===== src/rtl/scan_decoder_n.sv =====
// Registered active-low 1-of-N decoder with a built-in scan sequencer.
// In auto mode a prescaled counter walks the active-low select across the first NUM_ACTIVE outputs.
module scan_decoder_n #(
  parameter int unsigned SEL_W      = 2,
  parameter int unsigned DIV        = 4,
  parameter int unsigned NUM_ACTIVE = 4
) (
  input  logic                    clk,
  input  logic                    rst,
  input  logic                    blank,
  input  logic                    mode,
  input  logic [SEL_W-1:0]        sel,
  output logic [(2**SEL_W)-1:0]   nf,
  output logic [SEL_W-1:0]        cur,
  output logic                    wrap
);

  localparam int unsigned N      = 2 ** SEL_W;
  localparam int unsigned PreW   = (DIV > 1) ? $clog2(DIV) : 1;
  localparam logic [PreW-1:0] PreLast = PreW'(DIV - 1);
  localparam logic [SEL_W:0]  NumAct  = (SEL_W + 1)'(NUM_ACTIVE);
  localparam logic [SEL_W:0]  LastIdx = (SEL_W + 1)'(NUM_ACTIVE - 1);

  logic [PreW-1:0]  pre_q, pre_d;
  logic [SEL_W-1:0] cur_q, cur_d;
  logic             wrap_q, wrap_d;
  logic [N-1:0]     nf_q, nf_d;

  always_comb begin
    pre_d  = pre_q;
    cur_d  = cur_q;
    wrap_d = 1'b0;
    if (mode) begin
      // Manual select also discards any step that would have been due this edge.
      cur_d = sel;
      pre_d = '0;
    end else if (pre_q == PreLast) begin
      pre_d = '0;
      if ({1'b0, cur_q} >= LastIdx) begin
        cur_d  = '0;
        wrap_d = 1'b1;
      end else begin
        cur_d = cur_q + SEL_W'(1);
      end
    end else begin
      pre_d = pre_q + PreW'(1);
    end

    // Decode from the next select so nf and cur change on the same edge.
    nf_d = '1;
    if (!blank && ({1'b0, cur_d} < NumAct)) begin
      nf_d[cur_d] = 1'b0;
    end
  end

  always_ff @(posedge clk or posedge rst) begin
    if (rst) begin
      pre_q  <= '0;
      cur_q  <= '0;
      wrap_q <= 1'b0;
      nf_q   <= '1;
    end else begin
      pre_q  <= pre_d;
      cur_q  <= cur_d;
      wrap_q <= wrap_d;
      nf_q   <= nf_d;
    end
  end

  assign nf   = nf_q;
  assign cur  = cur_q;
  assign wrap = wrap_q;

endmodule


===== config.mk =====
export PLATFORM = sky130hd
export DESIGN_NAME = scan_decoder_n
export DESIGN_NICKNAME = d
export VERILOG_FILES = /design/src/rtl/scan_decoder_n.sv
export SDC_FILE = /design/constraint.sdc
export NUM_CORES = 1
export LEC_CHECK = 0
export ABC_AREA = 0
export CORE_AREA = 2 2 39 41
export DETAILED_ROUTE_END_ITERATION = 6
export DIE_AREA = 0 0 41 43
export PLACE_DENSITY_LB_ADDON = 0.2
export SYNTH_ARGS = -nofsm -noshare
export SYNTH_HDL_FRONTEND = slang
export SYNTH_SLANG_ARGS = --single-unit

===== constraint.sdc =====
create_clock -name clk -period 2.4 [get_ports clk]
set_input_delay 0.24 -clock clk [delete_from_list [all_inputs] [get_ports clk]]
set_output_delay 0.24 -clock clk [all_outputs]
set_load 0.01 [all_outputs]

# After elaboration in Yosys (flattened, before gate mapping)
# Cells that the tools add are included.
word_totals:
  inputBits: 6
  ff_bits: 9
  output_inout_bits: 7
  elab_cells: 23
op_classes:
  addsub: 2
  eq_ne: 1
  bitwise_logic: 1
  magnitude_cmp: 3
  muxes: 11
  n_reduce_logical: 1
ops:
  columns: ["operator", "count"]
  rows:
  - ["$mux 2", 5]
  - ["$add 2x1->2 const B", 2]
  - ["$mux 1", 4]
  - ["$mux 4", 1]
  - ["$not 4->4", 1]
  - ["$lt 2x3->1 const B", 1]
  - ["$demux 1 s2", 1]
  - ["$eq 2x2->1 const B", 1]
  - ["$ge 2x1->1 const B", 1]
  - ["$ge 2x2->1 const B", 1]
  - ["$logic_and 1x1->1", 1]

# Logic depth before layout (Yosys ltp)
logic_depth:
  word_depth: 10
  ltp_mapped: 5

# Worst setup path before layout
# No wires, ideal clock.
synth_timing:
  path_type: "flip-flop to flip-flop"
  startpoint: "register cur_q[0] (netlist: cur[0])"
  endpoint: "register nf_q[1] (netlist: nf[1])"
  path_stages_with_launch: 6
  synth_period_minus_slack_ps: 1451
  t_required_ps: 2312
  arrival_time_ps: 1363
  path_buffers: 0
  slack_ps: 949
  cell_sequence: "dfrtp_1 > ha_1 > mux2i_1 > o21a_1 > inv_1 > or3_1"
synth_via:
  elab_chain_cells: 10
  word_cells_on_any_way: 12
  cone_classes: "add/sub: 1; order compare: 3; mux: 6; bitwise: 1; reduce/logical: 1"
synth_lines:
  columns: ["element", "line_no", "source"]
  rows:
  - ["from (decl)", "25", "logic [SEL_W-1:0] cur_q, cur_d;"]
  - ["from (signal assigned)", "64", "cur_q <= cur_d;"]
  - ["$add 2x1->2 or $ge 2x2->1 (tied branches)", "43, 39", null]
  - ["$mux 2 *", "39", "if ({1'b0, cur_q} >= LastIdx) begin"]
  - ["$mux 2 *", "37", "end else if (pre_q == PreLast) begin"]
  - ["$mux 2 *", "33", "if (mode) begin"]
  - ["named net cur_d[1]", "25", null]
  - ["$lt 2x3->1 (implied by the code) or $ge 2x1->1 (tied branches)", "52", "nf_d[cur_d] = 1'b0;"]
  - ["$logic_and 1x1->1 (implied by the code)", "52", null]
  - ["$mux 1 (implied by the code)", "52", null]
  - ["$demux 1 s2 *", "52", null]
  - ["$not 4->4 (no line) *", null, null]
  - ["$mux 4 *", "51", "if (!blank && ({1'b0, cur_d} < NumAct)) begin"]
  - ["named net nf_d[1]", "27", "logic [N-1:0] nf_q, nf_d;"]
  - ["to (signal assigned)", "66", "nf_q <= nf_d;"]
  - ["to (decl)", "27", null]
# The timed path passes the listed nets; every way through them passes the cells marked *.

# Worst setup path in the final report
layout_timing:
  startpoint: "register nf_q[0] (netlist: nf[0])"
  endpoint: "output port nf[0]"
layout_lines:
  columns: ["element", "line_no", "source"]
  rows:
  - ["to (decl)", "13", "output logic [(2**SEL_W)-1:0] nf,"]
# No word-level cell between the ends.

==> metrics.json <==
{
  "sta": {
    "actual_transition_at_the_worst_max_transition_pin_ps": 391,
    "grt_setup_unrepaired": "no",
    "setup-violations-final": 0,
    "maxSlewHeadroom": 0.738,
    "final.setup.tns_ps": 0,
    "period_needed_ps": 1530,
    "period_share": 0.639,
    "report.final.slew_viol_count": 0,
    "worst_clock_skew_ps": 6.45,
    "fmaxAchievable_mhz": 652,
    "hold_viol": 0
  },
  "grt": {
    "wire_length_of_the_first_global_routing_pass_um": 1040,
    "grt_pass1_vias": 266,
    "globalRoute.totalOverflow": 0,
    "antenna_found_initial": 0,
    "gr_util_all_layers": 0.0934,
    "pin_count_of_the_biggest_net_entering_global_routing": 10
  },
  "floorplan": {
    "design.core.area_um2": 1380,
    "design.die.area_um2": 1760,
    "start_util": 0.269,
    "fp.dieW_um": 41,
    "die-height_um": 43,
    "fp-row-count": 14,
    "ioPinCount": 13
  },
  "logic_synthesis": {
    "most_numerous_cell_in_the_yosys_netlist": "sky130_fd_sc_hd__dfrtp_1",
    "synth_largest_area_cell": "sky130_fd_sc_hd__dfrtp_1",
    "ys_seq_area_frac": 0.620,
    "synthArstFlopShare": 1.00,
    "netlist-cell-type-count": 15,
    "synth_area_um2": 372,
    "list_of_most_frequent_post_synthesis_cells": "5 x sky130_fd_sc_hd__dfrtp_1, 4 x sky130_fd_sc_hd__dfstp_2, 3 x sky130_fd_sc_hd__inv_1",
    "ys_ff_latch": 9,
    "synthFlopType": "sky130_fd_sc_hd__dfrtp_1",
    "synthesized_instance_count": 29,
    "synth.net_count": 37,
    "avg_cell_area_syn_um2": 12.8,
    "synth_top_area_share": 0.337,
    "yosys_warnings": 0,
    "yosys-top-cells-area": "sky130_fd_sc_hd__dfrtp_1 34%, sky130_fd_sc_hd__dfstp_2 28%, sky130_fd_sc_hd__ha_1 6.7%, sky130_fd_sc_hd__nand3b_1 4.0%, sky130_fd_sc_hd__nor2b_1 3.4%",
    "synth_enable_flop_cells": 0
  },
  "routing": {
    "routed-via-count": 254,
    "routed_wire_length_per_instance_um": 10.2,
    "drc": 0,
    "detail-route-antenna-nets": 0,
    "routed_wirelength_um": 622,
    "drt_iter0_markers": 2,
    "detail_route.vias_per_cell": 4.16,
    "detail_route.first_pass.iterations": 3
  },
  "cells_and_area": {
    "postLayoutCellArea_um2": 538,
    "area.growth.synth_to_final_pct": 44.8,
    "drive_above_1_share": 0.200,
    "antenna_cells": 0,
    "fin_nets": 54,
    "utilization": 0.389,
    "layoutNonFillerInstCount": 61
  },
  "worst_setup_path": {
    "cpLargestDelayFamily": "buffers and inverters",
    "worstPathArrival_ps": 1290,
    "critical-path-slowest-cell": "sky130_fd_sc_hd__clkdlybuf4s50_1",
    "critical-path-max-stage-delay_ps": 520,
    "setup.worst_path.end_class": "output pin",
    "criticalPathCategory": "register to output pin",
    "timing.critical_path.from_type": "register",
    "worstPathCellList": "clkdlybuf4s50_1",
    "critical_path_buf_inv_count": 1,
    "path_max_fanout": 1,
    "critPathRequiredTime_ps": 2160
  },
  "clock_network": {
    "number_of_post_cts_setup_repair_buffers": 0,
    "cts.clk_slew.worst_paths_ps": 60,
    "post_cts_hold_buffer_count": 0,
    "cts_inserted_buffers": 3,
    "cts-resized-gates": 0,
    "tritoncts": "yes",
    "numClockSinks": 9,
    "maximum_clock_insertion_buffer_count": 2,
    "cts_max_level": 1,
    "clock_root_buffer": "sky130_fd_sc_hd__clkbuf_4",
    "clock_latency_ps": 260
  },
  "power": {
    "static-leakage-power_nw": 0.230,
    "vdd_ir_drop_max_v": 0.000353,
    "powerDensity_nw_per_um2": 648,
    "totalPowerFinal_w": 0.000349
  },
  "hold_path": {
    "hold_path.class": "primary input to async pin"
  },
  "status": {
    "status": "finished clean"
  },
  "placed_design": {
    "post-dp-hpwl_um": 491,
    "place.detailed.instances": 57,
    "gp_routability_congestion": 0.748,
    "dpl-instance-area_um2": 512,
    "port-buffer-count": 12
  },
  "flow_run": {
    "cap_viol_max_count": 0
  }
}
-- registers in the layout, indices dropped and copies added, names as in the netlist --
register and count:
cur 2, nf 4, pre_q 2, wrap 1
-- area by class of cell --
cell class,count,area (µm²)
inverters,3,11.3
well taps,16,20.0
fillers,143,846
clock buffers,4,26.3
flip-flops and latches,9,230
repair buffers,12,120
multi-input cells,17,130
-- layout by cell type (no fill, tap or decap) --
cell type	Yosys	routed
sky130_fd_sc_hd__clkbuf_1	0	1
sky130_fd_sc_hd__clkbuf_4	0	3
sky130_fd_sc_hd__clkdlybuf4s50_1	0	12
sky130_fd_sc_hd__dfrtp_1	5	5
sky130_fd_sc_hd__dfstp_2	4	4
sky130_fd_sc_hd__ha_1	2	2
sky130_fd_sc_hd__inv_1	3	3
sky130_fd_sc_hd__mux2i_1	1	1
sky130_fd_sc_hd__nand2_1	2	2
sky130_fd_sc_hd__nand2b_1	1	1
sky130_fd_sc_hd__nand3b_1	2	2
sky130_fd_sc_hd__nor2_1	1	1
sky130_fd_sc_hd__nor2b_1	2	2
sky130_fd_sc_hd__nor3_1	1	1
sky130_fd_sc_hd__nor3b_2	1	1
sky130_fd_sc_hd__o21a_1	1	1
sky130_fd_sc_hd__o31ai_2	1	1
sky130_fd_sc_hd__or3_1	2	2
-- metal layers --
metal | wire length [µm] | track usage | vias to the layer above
li1 | - | - | 128
met1 | 239 | 0.0933 | 120
met4 | 0 | 0.0400 | 0
met3 | 36 | 0.0785 | 0
met5 | 0 | 0 | -
met2 | 345 | 0.134 | 6
-- worst paths after layout --
path	start	endpoint	slack (ps)	depth (start not counted)
max	nf[0]$_DFF_PP1_	nf[0]	870	1
min	rst	wrap$_DFF_PP0_	240	2
max reg2reg	cur[0]$_DFF_PP0_	nf[1]$_DFF_PP1_	890	5
min reg2reg	pre_q[0]$_DFF_PP0_	pre_q[0]$_DFF_PP0_	430	1
max in group asynchronous	rst	nf[2]$_DFF_PP1_	1870	2
min in group clk	pre_q[0]$_DFF_PP0_	pre_q[0]$_DFF_PP0_	430	1
-- cell families (layout without fill, tap and decap cells) --
family,count (synthesis),after routing,synth area share
fa+ha+maj,2,2,0.0673
flops,9,9,0.620
buf+inv,3,19,0.0303
compound gates,2,2,0.0539
mux,1,1,0.0269
simple gates,12,12,0.202
-- power by group --
part | leakage [nW] | switching, W | internal, W
combinational | 0.110 | 0.0000277 | 0.0000354
sequential | 0.105 | 0.00000633 | 0.000168
clock | 0.0150 | 0.0000479 | 0.0000638
total | 0.230 | 0.0000819 | 0.000267
-- stage by stage --
stage | hold WS [ps] | worst slack (ps)
floorplan | 65.1 | 949
global placement | 425 | 861
detailed placement | 429 | 852
CTS | 253 | 848
global route | 271 | 784
finish | 237 | 867
Note: power is estimated with default switching activity, not from simulation.
